`config.mk`:
```
export PLATFORM = sky130hd
export DESIGN_NAME = strb_split_ctrl_flat
export DESIGN_NICKNAME = d
export VERILOG_FILES = /design/src/rtl/strb_split_pkg.sv /design/src/rtl/strb_split_ctrl_if.sv /design/src/rtl/strb_chunk_pick.sv /design/src/rtl/strb_split_ctrl.sv /design/src/flat_wrapper.sv
export SDC_FILE = /design/constraint.sdc
export NUM_CORES = 1
export LEC_CHECK = 0
export ABC_AREA = 1
export BUFFER_PORTS_ARGS = -buffer_cell sky130_fd_sc_hd__buf_2
export CORE_UTILIZATION = 52
export DETAILED_ROUTE_END_ITERATION = 8
export GPL_ROUTABILITY_DRIVEN = 0
export GPL_TIMING_DRIVEN = 0
export PLACE_DENSITY = 0.78
export SYNTH_ARGS = -nofsm -noshare
export SYNTH_HDL_FRONTEND = slang
export SYNTH_SLANG_ARGS = --single-unit
```
`constraint.sdc`:
```
create_clock -name clk -period 3.5 [get_ports clk]
set_input_delay 0.35 -clock clk [delete_from_list [all_inputs] [get_ports clk]]
set_output_delay 0.35 -clock clk [all_outputs]
set_load 0.05 [all_outputs]
```
`src/rtl/strb_split_pkg.sv`:
```
// strb_split_pkg: FSM state and request size encodings shared by the strobe splitter.
package strb_split_pkg;
   typedef enum logic {IDLE, BUSY} state_t;
   localparam logic [2:0] SZ_1B  = 3'd0;
   localparam logic [2:0] SZ_2B  = 3'd1;
   localparam logic [2:0] SZ_4B  = 3'd2;
   localparam logic [2:0] SZ_8B  = 3'd3;
   localparam logic [2:0] SZ_16B = 3'd4;
   localparam logic [2:0] SZ_32B = 3'd5;
   localparam logic [2:0] SZ_64B = 3'd6;
endpackage

```
`src/rtl/strb_split_ctrl_if.sv`:
```
// strb_split_ctrl_if: strobe-beat input and split-request output handshakes.
interface strb_split_ctrl_if
   import strb_split_pkg::*;
#(parameter int STRB_W = 8);
   localparam int OFF_W  = $clog2(STRB_W);
   localparam int SIZE_W = $clog2($clog2(STRB_W) + 1);
   logic              s_valid;
   logic              s_ready;
   logic [STRB_W-1:0] s_strb;
   logic              s_last;
   logic              m_valid;
   logic              m_ready;
   logic [SIZE_W-1:0] m_size;
   logic [OFF_W-1:0]  m_offset;
   logic [STRB_W-1:0] m_mask;
   logic              m_chunk_last;
   logic              m_beat_last;
   modport master (output s_valid, s_strb, s_last, m_ready,
                   input  s_ready, m_valid, m_size, m_offset, m_mask, m_chunk_last, m_beat_last);
   modport slave  (input  s_valid, s_strb, s_last, m_ready,
                   output s_ready, m_valid, m_size, m_offset, m_mask, m_chunk_last, m_beat_last);
endinterface

```
`src/rtl/strb_chunk_pick.sv`:
```
// strb_chunk_pick: picks the largest aligned power-of-two run starting at the lowest set residual byte.
module strb_chunk_pick
   import strb_split_pkg::*;
#(
   parameter int STRB_W    = 8,
   parameter int MAX_BYTES = STRB_W,
   parameter int OFF_W     = $clog2(STRB_W),
   parameter int SIZE_W    = $clog2($clog2(STRB_W) + 1)
) (
   input  logic [STRB_W-1:0] i_res,
   output logic [OFF_W-1:0]  o_off,
   output logic [SIZE_W-1:0] o_size,
   output logic [STRB_W-1:0] o_mask,
   output logic              o_last
);
   localparam int MAXK = $clog2(MAX_BYTES);
   int                w_o;
   int                w_k;
   logic [STRB_W-1:0] w_lm;
   always_comb begin
      w_o  = 0;
      w_k  = 0;
      w_lm = '0;
      for (int b = STRB_W - 1; b >= 0; b--) if (i_res[b]) w_o = b;
      // alignment and fullness only shrink as k grows, so stop at the first failing size
      for (int j = 1; j <= MAXK; j++) begin
         w_lm = {STRB_W{1'b1}} >> (STRB_W - (1 << j));
         if (w_k == j - 1 && w_o % (1 << j) == 0 && ((i_res >> w_o) & w_lm) == w_lm) w_k = j;
      end
      o_off  = OFF_W'(w_o);
      o_size = SIZE_W'(w_k);
      o_mask = ({STRB_W{1'b1}} >> (STRB_W - (1 << w_k))) << w_o;
      o_last = i_res == o_mask;
   end
endmodule

```
`src/rtl/strb_split_ctrl.sv`:
```
// strb_split_ctrl: splits AXI write strobes into aligned power-of-two byte requests.
// Defining STRB_SPLIT_PERF_EN adds the perf_beats/perf_reqs handshake counters.
module strb_split_ctrl
   import strb_split_pkg::*;
#(
   parameter int STRB_W    = 8,
   parameter int MAX_BYTES = STRB_W
) (
   input  logic               clk,
   input  logic               rst,
`ifdef STRB_SPLIT_PERF_EN
   output logic [31:0]        perf_beats,
   output logic [31:0]        perf_reqs,
`endif
   strb_split_ctrl_if.slave   io_bus
);
   localparam int OFF_W  = $clog2(STRB_W);
   localparam int SIZE_W = $clog2($clog2(STRB_W) + 1);
   state_t            r_state;
   logic [STRB_W-1:0] r_res;
   logic              r_last;
   logic [OFF_W-1:0]  w_off;
   logic [SIZE_W-1:0] w_size;
   logic [STRB_W-1:0] w_mask;
   logic              w_clast;
   logic              w_busy;
   logic              w_s_hs;
   logic              w_m_hs;
   strb_chunk_pick #(.STRB_W(STRB_W), .MAX_BYTES(MAX_BYTES)) u_pick (
      .i_res  (r_res),
      .o_off  (w_off),
      .o_size (w_size),
      .o_mask (w_mask),
      .o_last (w_clast)
   );
   assign w_busy              = r_state == BUSY;
   assign w_s_hs              = io_bus.s_valid && io_bus.s_ready;
   assign w_m_hs              = w_busy && io_bus.m_ready;
   // taking the next beat alongside the last chunk keeps single-request beats at full rate
   assign io_bus.s_ready      = !rst && (!w_busy || (io_bus.m_ready && w_clast));
   assign io_bus.m_valid      = w_busy;
   assign io_bus.m_offset     = w_busy ? w_off : '0;
   assign io_bus.m_size       = w_busy ? w_size : '0;
   assign io_bus.m_mask       = w_busy ? w_mask : '0;
   assign io_bus.m_chunk_last = w_busy && w_clast;
   assign io_bus.m_beat_last  = w_busy && w_clast && r_last;
   always_ff @(posedge clk or posedge rst) begin
      if (rst) begin
         r_state <= IDLE;
         r_res   <= '0;
         r_last  <= 1'b0;
      end else if (w_s_hs && io_bus.s_strb != '0) begin
         r_state <= BUSY;
         r_res   <= io_bus.s_strb;
         r_last  <= io_bus.s_last;
      end else if (w_m_hs) begin
         r_res   <= r_res & ~w_mask;
         r_state <= w_clast ? IDLE : BUSY;
      end
   end
`ifdef STRB_SPLIT_PERF_EN
   always_ff @(posedge clk or posedge rst) begin
      if (rst) begin
         perf_beats <= '0;
         perf_reqs  <= '0;
      end else begin
         perf_beats <= perf_beats + 32'(w_s_hs);
         perf_reqs  <= perf_reqs + 32'(w_m_hs);
      end
   end
`endif
endmodule

```
`src/flat_wrapper.sv`:
```
// flat-port wrapper written by rule: the top's interface ports become plain ports
module strb_split_ctrl_flat import strb_split_pkg::*;
#(
   parameter int STRB_W    = 8,
   parameter int MAX_BYTES = STRB_W
)
  (clk, rst, io_bus_s_valid, io_bus_s_strb, io_bus_s_last, io_bus_m_ready, io_bus_s_ready, io_bus_m_valid, io_bus_m_size, io_bus_m_offset, io_bus_m_mask, io_bus_m_chunk_last, io_bus_m_beat_last);
  strb_split_ctrl_if #(.STRB_W(STRB_W)) io_bus_i ();
  input  logic clk;
  input  logic rst;
  input wire logic [$bits(io_bus_i.s_valid)-1:0] io_bus_s_valid;
  input wire logic [$bits(io_bus_i.s_strb)-1:0] io_bus_s_strb;
  input wire logic [$bits(io_bus_i.s_last)-1:0] io_bus_s_last;
  input wire logic [$bits(io_bus_i.m_ready)-1:0] io_bus_m_ready;
  output wire logic [$bits(io_bus_i.s_ready)-1:0] io_bus_s_ready;
  output wire logic [$bits(io_bus_i.m_valid)-1:0] io_bus_m_valid;
  output wire logic [$bits(io_bus_i.m_size)-1:0] io_bus_m_size;
  output wire logic [$bits(io_bus_i.m_offset)-1:0] io_bus_m_offset;
  output wire logic [$bits(io_bus_i.m_mask)-1:0] io_bus_m_mask;
  output wire logic [$bits(io_bus_i.m_chunk_last)-1:0] io_bus_m_chunk_last;
  output wire logic [$bits(io_bus_i.m_beat_last)-1:0] io_bus_m_beat_last;
  assign io_bus_i.s_valid = io_bus_s_valid;
  assign io_bus_i.s_strb = io_bus_s_strb;
  assign io_bus_i.s_last = io_bus_s_last;
  assign io_bus_i.m_ready = io_bus_m_ready;
  assign io_bus_s_ready = io_bus_i.s_ready;
  assign io_bus_m_valid = io_bus_i.m_valid;
  assign io_bus_m_size = io_bus_i.m_size;
  assign io_bus_m_offset = io_bus_i.m_offset;
  assign io_bus_m_mask = io_bus_i.m_mask;
  assign io_bus_m_chunk_last = io_bus_i.m_chunk_last;
  assign io_bus_m_beat_last = io_bus_i.m_beat_last;
  strb_split_ctrl #(.STRB_W(STRB_W), .MAX_BYTES(MAX_BYTES)) u_core (.clk(clk), .rst(rst), .io_bus(io_bus_i));
endmodule
```
# Word level (Yosys, flattened, before mapping)
# Index checks and enable logic that the tools add are counted.
[classes] order_cmp=0 n_eq_ne=6 bitwise=5 n_mux=19 shift=4 n_div=0 add_sub_neg=1 n_mul=0 n_reduce_logical=22
[ops] op="$mux W32" count=5
[ops] op="$logic_not A32 Y1" count=3
[ops] op="$eq A32 B2 Y1 const B" count=1
[ops] op="$eq A32 B3 Y1 const B" count=1
[ops] op="$shl A1 B32 Y32 const A" count=1
[ops] op="$shl A8 B32 Y8" count=1
[ops] op="$shr A8 B32 Y8" count=1
[ops] op="$shr A8 B32 Y8 const A" count=1
[ops] op="$sub A5 B32 Y32 const A" count=1
[ops] op="$mux W8" count=3
[ops] op="$mux W3" count=6
[ops] op="$logic_and A1 B1 Y1" count=12
[ops] op="$and A8 B8 Y8" count=1
[ops] op="$eq A8 B8 Y1" count=1
[ops] op="$eq A8 B8 Y1 const B" count=1
[ops] op="$not A8 Y8" count=1
[ops] op="$reduce_bool A8 Y1" count=1
[ops] op="$eq A4 B4 Y1 const B" count=1
[ops] op="$mux W1" count=4
[ops] op="$and A1 B1 Y1" count=3
[ops] op="$reduce_or A3 Y1" count=1
[ops] op="$eq A2 B2 Y1 const B" count=1
[ops] op="$logic_not A1 Y1" count=2
[ops] op="$mux W2" count=1
[ops] op="3 further kinds" count=3
[word_totals] romBits=0 latchBits=0 ram_bits=0 output_inout_bits=17 mem_count=0 reg_bits=10 in_bits=13

# Depth between registers and ports, before layout
[depth] depth_word=31 depth_mapped=26 mapped_depth_nobuf=25

# Cells and area by module
# A second synthesis with hierarchy kept.
[unflattened] cells_unflattened=209 hier_area_um2=1216.2
[by_module_without_submodules] module="strb_split_ctrl" instances=1 cells_each=118 area_each_um2=738.2
[by_module_without_submodules] module="strb_chunk_pick" instances=1 cells_each=91 area_each_um2=478.0

# Worst setup path before layout
# No wires, ideal clock.
[synth_timing] path_kind="register -> register" start="register u_core.r_res[6]" end="register u_core.r_res[0]" path_slack_ns=-0.315 path_stages_with_launch=25 setup_time_ns=0.139 t_required_ns=3.361 t_arrival_ns=3.677 path_cell_list="dfrtp_1 -> inv_2 -> nand2_1 -> nand2_1 -> nand2_1 -> nand2_1 -> nand2_2 -> nand2_4 -> nand2_1 -> nand2_1 -> nand3_1 -> nand3_2 -> nand3_2 -> o21ai_4 -> nand2_2 -> ha_1 -> nand4_1 -> or2_1 -> o21ai_1 -> inv_2 -> nor2_1 -> o211ai_1 -> clkbuf_1 -> nand3_1 -> o221ai_1"
[synth_between] elab_chain_len=30 word_cells_on_any_way=44 cone_classes="add/sub: 1; eq/ne: 6; shift: 4; mux: 12; bitwise: 5; reduce/logical: 16"
[synth_rtl] item="start, declared" line_no="strb_split_ctrl.sv:20" source="logic [STRB_W-1:0] r_res;"
[synth_rtl] item="start signal, assigned" line_no="strb_split_ctrl.sv:54" source="r_res <= io_bus.s_strb;"
[synth_rtl] item="start signal, assigned" line_no="strb_split_ctrl.sv:57" source="r_res <= r_res & ~w_mask;"
[synth_rtl] item="$mux W3 (4 in series)" line_no="strb_chunk_pick.sv:24" source="for (int b = STRB_W - 1; b >= 0; b--) if (i_res[b]) w_o = b;"
[synth_rtl] item="$mux W32 (3 in series)" line_no="strb_chunk_pick.sv:24"
[synth_rtl] item="$shr A8 B32 Y8 or $and A1 B1 Y1 (tied branches)"
[synth_rtl] item="$eq A2 B2 Y1 or $logic_not A32 Y1 (tied branches)" line_no="strb_chunk_pick.sv:28" source="if (w_k == j - 1 && w_o % (1 << j) == 0 && ((i_res >> w_o) & w_lm) == w_lm) w_k = j;"
[synth_rtl] item="$logic_and A1 B1 Y1" line_no="strb_chunk_pick.sv:28"
[synth_rtl] item="$mux W1" line_no="strb_chunk_pick.sv:28"
[synth_rtl] item="$eq A32 B2 Y1" line_no="strb_chunk_pick.sv:28"
[synth_rtl] item="$logic_and A1 B1 Y1 (2 in series)" line_no="strb_chunk_pick.sv:28"
[synth_rtl] item="(+9 left out)"
[synth_rtl] item="$eq A8 B8 Y1 (*)" line_no="strb_chunk_pick.sv:33" source="o_last = i_res == o_mask;"
[synth_rtl] item="$logic_and A1 B1 Y1 (*)" line_no="strb_split_ctrl.sv:40" source="assign io_bus.s_ready = !rst && (!w_busy || (io_bus.m_ready && w_clast));"
[synth_rtl] item="$logic_or A1 B1 Y1 (*)" line_no="strb_split_ctrl.sv:40"
[synth_rtl] item="$logic_and A1 B1 Y1 (*)" line_no="strb_split_ctrl.sv:40"
[synth_rtl] item="named net io_bus_s_ready" line_no="flat_wrapper.sv:15" source="output wire logic [$bits(io_bus_i.s_ready)-1:0] io_bus_s_ready;"
[synth_rtl] item="$logic_and A1 B1 Y1 (*)" line_no="strb_split_ctrl.sv:37" source="assign w_s_hs = io_bus.s_valid && io_bus.s_ready;"
[synth_rtl] item="$logic_and A1 B1 Y1 (*)" line_no="strb_split_ctrl.sv:52" source="end else if (w_s_hs && io_bus.s_strb != '0) begin"
[synth_rtl] item="$mux W8 or $reduce_bool A2 Y1 (tied branches)"
# Mark *: on every way through the listed nets, which the timed path passes. The rest lies on a longest branch. The select of a mux whose other input is x is not followed.
# A chain may end at the register's enable or synchronous reset.

# Worst setup path after layout
[layout_timing] start="register u_core.r_res[7]" end="output io_bus_s_ready"
[layout_between] elab_chain_len=28 word_cells_on_any_way=38 cone_classes="add/sub: 1; eq/ne: 6; shift: 4; mux: 11; bitwise: 3; reduce/logical: 13"
[layout_rtl] item="$mux W3 (5 in series)" line_no="strb_chunk_pick.sv:24"
[layout_rtl] item="$mux W32 (3 in series)" line_no="strb_chunk_pick.sv:24"
[layout_rtl] item="$shr A8 B32 Y8 or $and A1 B1 Y1 (tied branches)"
[layout_rtl] item="$eq A2 B2 Y1 or $logic_not A32 Y1 (tied branches)" line_no="strb_chunk_pick.sv:28"
[layout_rtl] item="$logic_and A1 B1 Y1" line_no="strb_chunk_pick.sv:28"
[layout_rtl] item="$mux W1" line_no="strb_chunk_pick.sv:28"
[layout_rtl] item="$eq A32 B2 Y1" line_no="strb_chunk_pick.sv:28"
[layout_rtl] item="$logic_and A1 B1 Y1 (2 in series)" line_no="strb_chunk_pick.sv:28"
[layout_rtl] item="(+5 left out)"
[layout_rtl] item="$shl A1 B32 Y32" line_no="strb_chunk_pick.sv:32" source="o_mask = ({STRB_W{1'b1}} >> (STRB_W - (1 << w_k))) << w_o;"
[layout_rtl] item="$sub A5 B32 Y32" line_no="strb_chunk_pick.sv:32"
[layout_rtl] item="$shr A8 B32 Y8" line_no="strb_chunk_pick.sv:32"
[layout_rtl] item="$shl A8 B32 Y8" line_no="strb_chunk_pick.sv:32"
[layout_rtl] item="$eq A8 B8 Y1 (*)" line_no="strb_chunk_pick.sv:33"
[layout_rtl] item="$logic_and A1 B1 Y1 (*)" line_no="strb_split_ctrl.sv:40"
[layout_rtl] item="$logic_or A1 B1 Y1 (*)" line_no="strb_split_ctrl.sv:40"
[layout_rtl] item="$logic_and A1 B1 Y1 (*)" line_no="strb_split_ctrl.sv:40"
[layout_rtl] item="end, declared" line_no="flat_wrapper.sv:15"
# Every way passes the cells marked *; elsewhere a longest branch is shown, timed or not.

==> impl_metrics.xml <==
<?xml version="1.0" encoding="UTF-8"?>
<metrics>
  <group name="status">
    <metric name="run_status" unit="">finished clean</metric>
  </group>
  <group name="sta">
    <metric name="fin_worst_skew" unit="ns">0.00513</metric>
    <metric name="setup_slack_after_layout" unit="ns">0.00884</metric>
    <metric name="finalCritPeriodShare" unit="">0.997</metric>
    <metric name="tightest_slew" unit="ns">0.456</metric>
    <metric name="hold_viol" unit="">0</metric>
    <metric name="max_freq" unit="GHz">0.286</metric>
    <metric name="pins_over_their_slew_limit" unit="">0</metric>
    <metric name="setup_viol_count_final" unit="">0</metric>
    <metric name="layout_min_cycle_time" unit="ns">3.49</metric>
    <metric name="grt_setup_unrepaired" unit="">true</metric>
    <metric name="max-slew-margin-rel" unit="">0.696</metric>
  </group>
  <group name="placement">
    <metric name="buffer_ports.inserted" unit="">29</metric>
    <metric name="hpwl" unit="mm">2.29</metric>
    <metric name="dp_slack" unit="ns">-0.0443</metric>
  </group>
  <group name="drt">
    <metric name="post_drt_wl_per_cell" unit="um">14.0</metric>
    <metric name="drt_wl_total" unit="mm">3.13</metric>
    <metric name="route.vias.total" unit="">1230</metric>
    <metric name="post_drt_via_cell_ratio" unit="">5.49</metric>
    <metric name="drt_pass1_iterations" unit="">4</metric>
    <metric name="antenna_left" unit="">0</metric>
    <metric name="first_iter_violations" unit="">26</metric>
    <metric name="drc" unit="">0</metric>
  </group>
  <group name="floorplan">
    <metric name="floorplan.die.height" unit="um">47.6</metric>
    <metric name="number_of_rows_in_the_core_area" unit="">16</metric>
    <metric name="io_pins" unit="">30</metric>
    <metric name="die_width" unit="um">47.6</metric>
    <metric name="die_area" unit="sq um">2270</metric>
    <metric name="starting_utilization_of_the_core_area" unit="">0.551</metric>
    <metric name="core_footprint" unit="sq um">1960</metric>
  </group>
  <group name="setup_path">
    <metric name="critical_path_arrival" unit="ns">3.14</metric>
    <metric name="required" unit="ns">3.15</metric>
    <metric name="worstPathCellList" unit="">o211ai_1 &gt; nand2_1 &gt; nand2_4 &gt; inv_2 &gt; nor2_8 &gt; nand2_2 &gt; nor2_4 &gt; nand2_2 &gt; o21ai_4 &gt; nand2_2 &gt; ha_4 &gt; nand4_1 &gt; or2_4 &gt; o21ai_4 &gt; inv_2 &gt; nor2_4 &gt; buf_8</metric>
    <metric name="timing.critical_path.from_type" unit="">register</metric>
    <metric name="path_common_cell" unit="">nand2_2</metric>
    <metric name="rrSetupSlack" unit="ns">0.10</metric>
    <metric name="timing.critical_path.buf_inv" unit="">3</metric>
    <metric name="worst-setup-path-type" unit="">reg2out</metric>
    <metric name="slowest_cell_on_the_critical_path" unit="">dfrtp_2</metric>
    <metric name="critical-path-top-delay-family" unit="">simple AND/OR/NAND/NOR gates</metric>
    <metric name="setup.worst_path.end_class" unit="">output pin</metric>
    <metric name="critical-path-max-stage-delay" unit="ns">0.46</metric>
    <metric name="worst-path-max-fanout" unit="">7</metric>
  </group>
  <group name="grt">
    <metric name="antenna_found_initial" unit="">0</metric>
    <metric name="grt_util_all_layers" unit="">0.286</metric>
    <metric name="grt_pass1_wl" unit="mm">4.44</metric>
    <metric name="grt_start_max_net_pins" unit="">11</metric>
    <metric name="grt-ovfl-total" unit="">0</metric>
    <metric name="number_of_global_route_vias_before_repair" unit="">1069</metric>
  </group>
  <group name="final_layout">
    <metric name="share_of_cells_above_drive_strength_1" unit="">0.467</metric>
    <metric name="area_growth_syn_to_layout" unit="%">35.1</metric>
    <metric name="postLayoutCoreUtil" unit="">0.744</metric>
    <metric name="nets" unit="">219</metric>
    <metric name="antenna_cells_inserted" unit="">0</metric>
  </group>
  <group name="synth">
    <metric name="avgSynthCellArea" unit="sq um">6.84</metric>
    <metric name="dominantRegCellSynth" unit="">dfrtp_1</metric>
    <metric name="netlist_area" unit="sq um">1080</metric>
    <metric name="synth.ff_latch_count" unit="">10</metric>
    <metric name="synth_cell_type_count" unit="">24</metric>
    <metric name="yosys_warnings" unit="">0</metric>
    <metric name="synth-seq-area-share" unit="">0.231</metric>
    <metric name="asyncSetResetFlopFracSynth" unit="">1.00</metric>
    <metric name="synth_cells" unit="">158</metric>
    <metric name="synth_enable_flop_cells" unit="">0</metric>
    <metric name="syn-num-nets" unit="">179</metric>
  </group>
  <group name="clock_tree">
    <metric name="clock_latency" unit="ns">0.26</metric>
    <metric name="cts-buffers-inserted" unit="">3</metric>
    <metric name="cts_root_buffer" unit="">clkbuf_4</metric>
    <metric name="ctsLongestPathBuffers" unit="">2</metric>
    <metric name="clock_sink_count" unit="">10</metric>
    <metric name="tritoncts" unit="">yes</metric>
    <metric name="path_clk_slew" unit="ns">0.07</metric>
    <metric name="number_of_hold_buffers_added_after_cts" unit="">0</metric>
    <metric name="htree_num_levels" unit="">1</metric>
  </group>
  <group name="run">
    <metric name="drv_cap" unit="">0</metric>
  </group>
  <group name="worst_hold_path">
    <metric name="worst_min_delay_path_class" unit="">in2async</metric>
  </group>
</metrics>
[layout make-up]
class / count / area [sq um]
multi-input combinational: 118 / 810
tap: 27 / 33.8
clock buffer: 4 / 36.3
sequential: 10 / 254
buffer: 3 / 18.8
timing repair buffer: 35 / 205
inverter: 27 / 103
fill: 160 / 502
[synth_stat cells, types with 4 or more instances]
master	count	area [sq um]
nand4_1	5	31.3
o221ai_1	7	61.3
nand2_1	32	120
nor2_2	4	25.0
o211ai_1	4	30.0
nor2_1	13	48.8
nand3_2	5	50.1
nand2_2	8	50.1
inv_2	6	22.5
inv_1	20	75.1
dfrtp_1	10	250
ha_1	8	100
nand3_1	20	100
[routing by layer]
metal | up-vias | part of all wire | wire (um) | track usage
met5 | - | 0 | 0 | 0
met4 | 0 | 0.018 | 57 | 0.100
met3 | 6 | 0.032 | 101 | 0.0528
met2 | 36 | 0.53 | 1650 | 0.504
met1 | 580 | 0.42 | 1330 | 0.349
li1 | 608 | - | - | -
[kinds of logic after synthesis]
family / synth area share
compound gates: 0.127
fa+ha+maj: 0.0926
flops: 0.231
buf+inv: 0.105
simple gates: 0.443
[sequential cells by signal, summed over array words and instances (netlist names)]
| signal | flops |
|---|---|
| u_core.r_res | 8 |
| u_core.io_bus.m_valid | 1 |
| u_core.r_last | 1 |
[stage by stage]
| step | std cells | instance area (sq um) | hold WS, ns | TNS, ns |
|---|---|---|---|---|
| floorplan | 158 | 1090 | 0.190 | 0 |
| global placement | 214 | 1270 | 0.375 | 0 |
| detailed placement | 214 | 1270 | 0.388 | -0.211 |
| CTS | 222 | 1360 | 0.0966 | 0 |
| global route | 224 | 1460 | 0.112 | -1.12 |
| finish | 224 | 1460 | 0.0881 | 0 |
[layout by cell type, fill, tap and decap left out, types with 6 or more instances in the layout]
cell type	Yosys	layout
dfrtp_1	10	7
ha_1	8	7
nor2_1	13	10
buf_2	0	26
inv_1	20	20
nand2_2	8	15
buf_4	0	8
o221ai_1	7	7
nand3_2	5	9
inv_2	6	6
nor2_2	4	6
nand2_1	32	24
nand3_1	20	16
[final timing paths]
kind	start	endpoint	cells past startpoint
setup / recovery	u_core.r_res[7]	io_bus_s_ready	17
hold reg to reg	u_core.r_last	u_core.r_last	2
hold / removal	rst	u_core.r_res[1]	2
setup reg to reg	u_core.r_res[7]	u_core.r_res[0]	20
max in group asynchronous	rst	u_core.r_res[5]	2
min in group clk	io_bus_s_last	u_core.r_last	3
[timing repair]
action | 4_1_cts | 5_1_grt
endpoints found under the setup margin | 9 | 13
resized for setup | 7 | 31
gates cloned | 0 | 0
pin swaps | 2 | 4
buffers inserted | 4 | 2
Power is not shown: default switching activity piles up to over one toggle a cycle in this logic, so the estimate is an artifact.
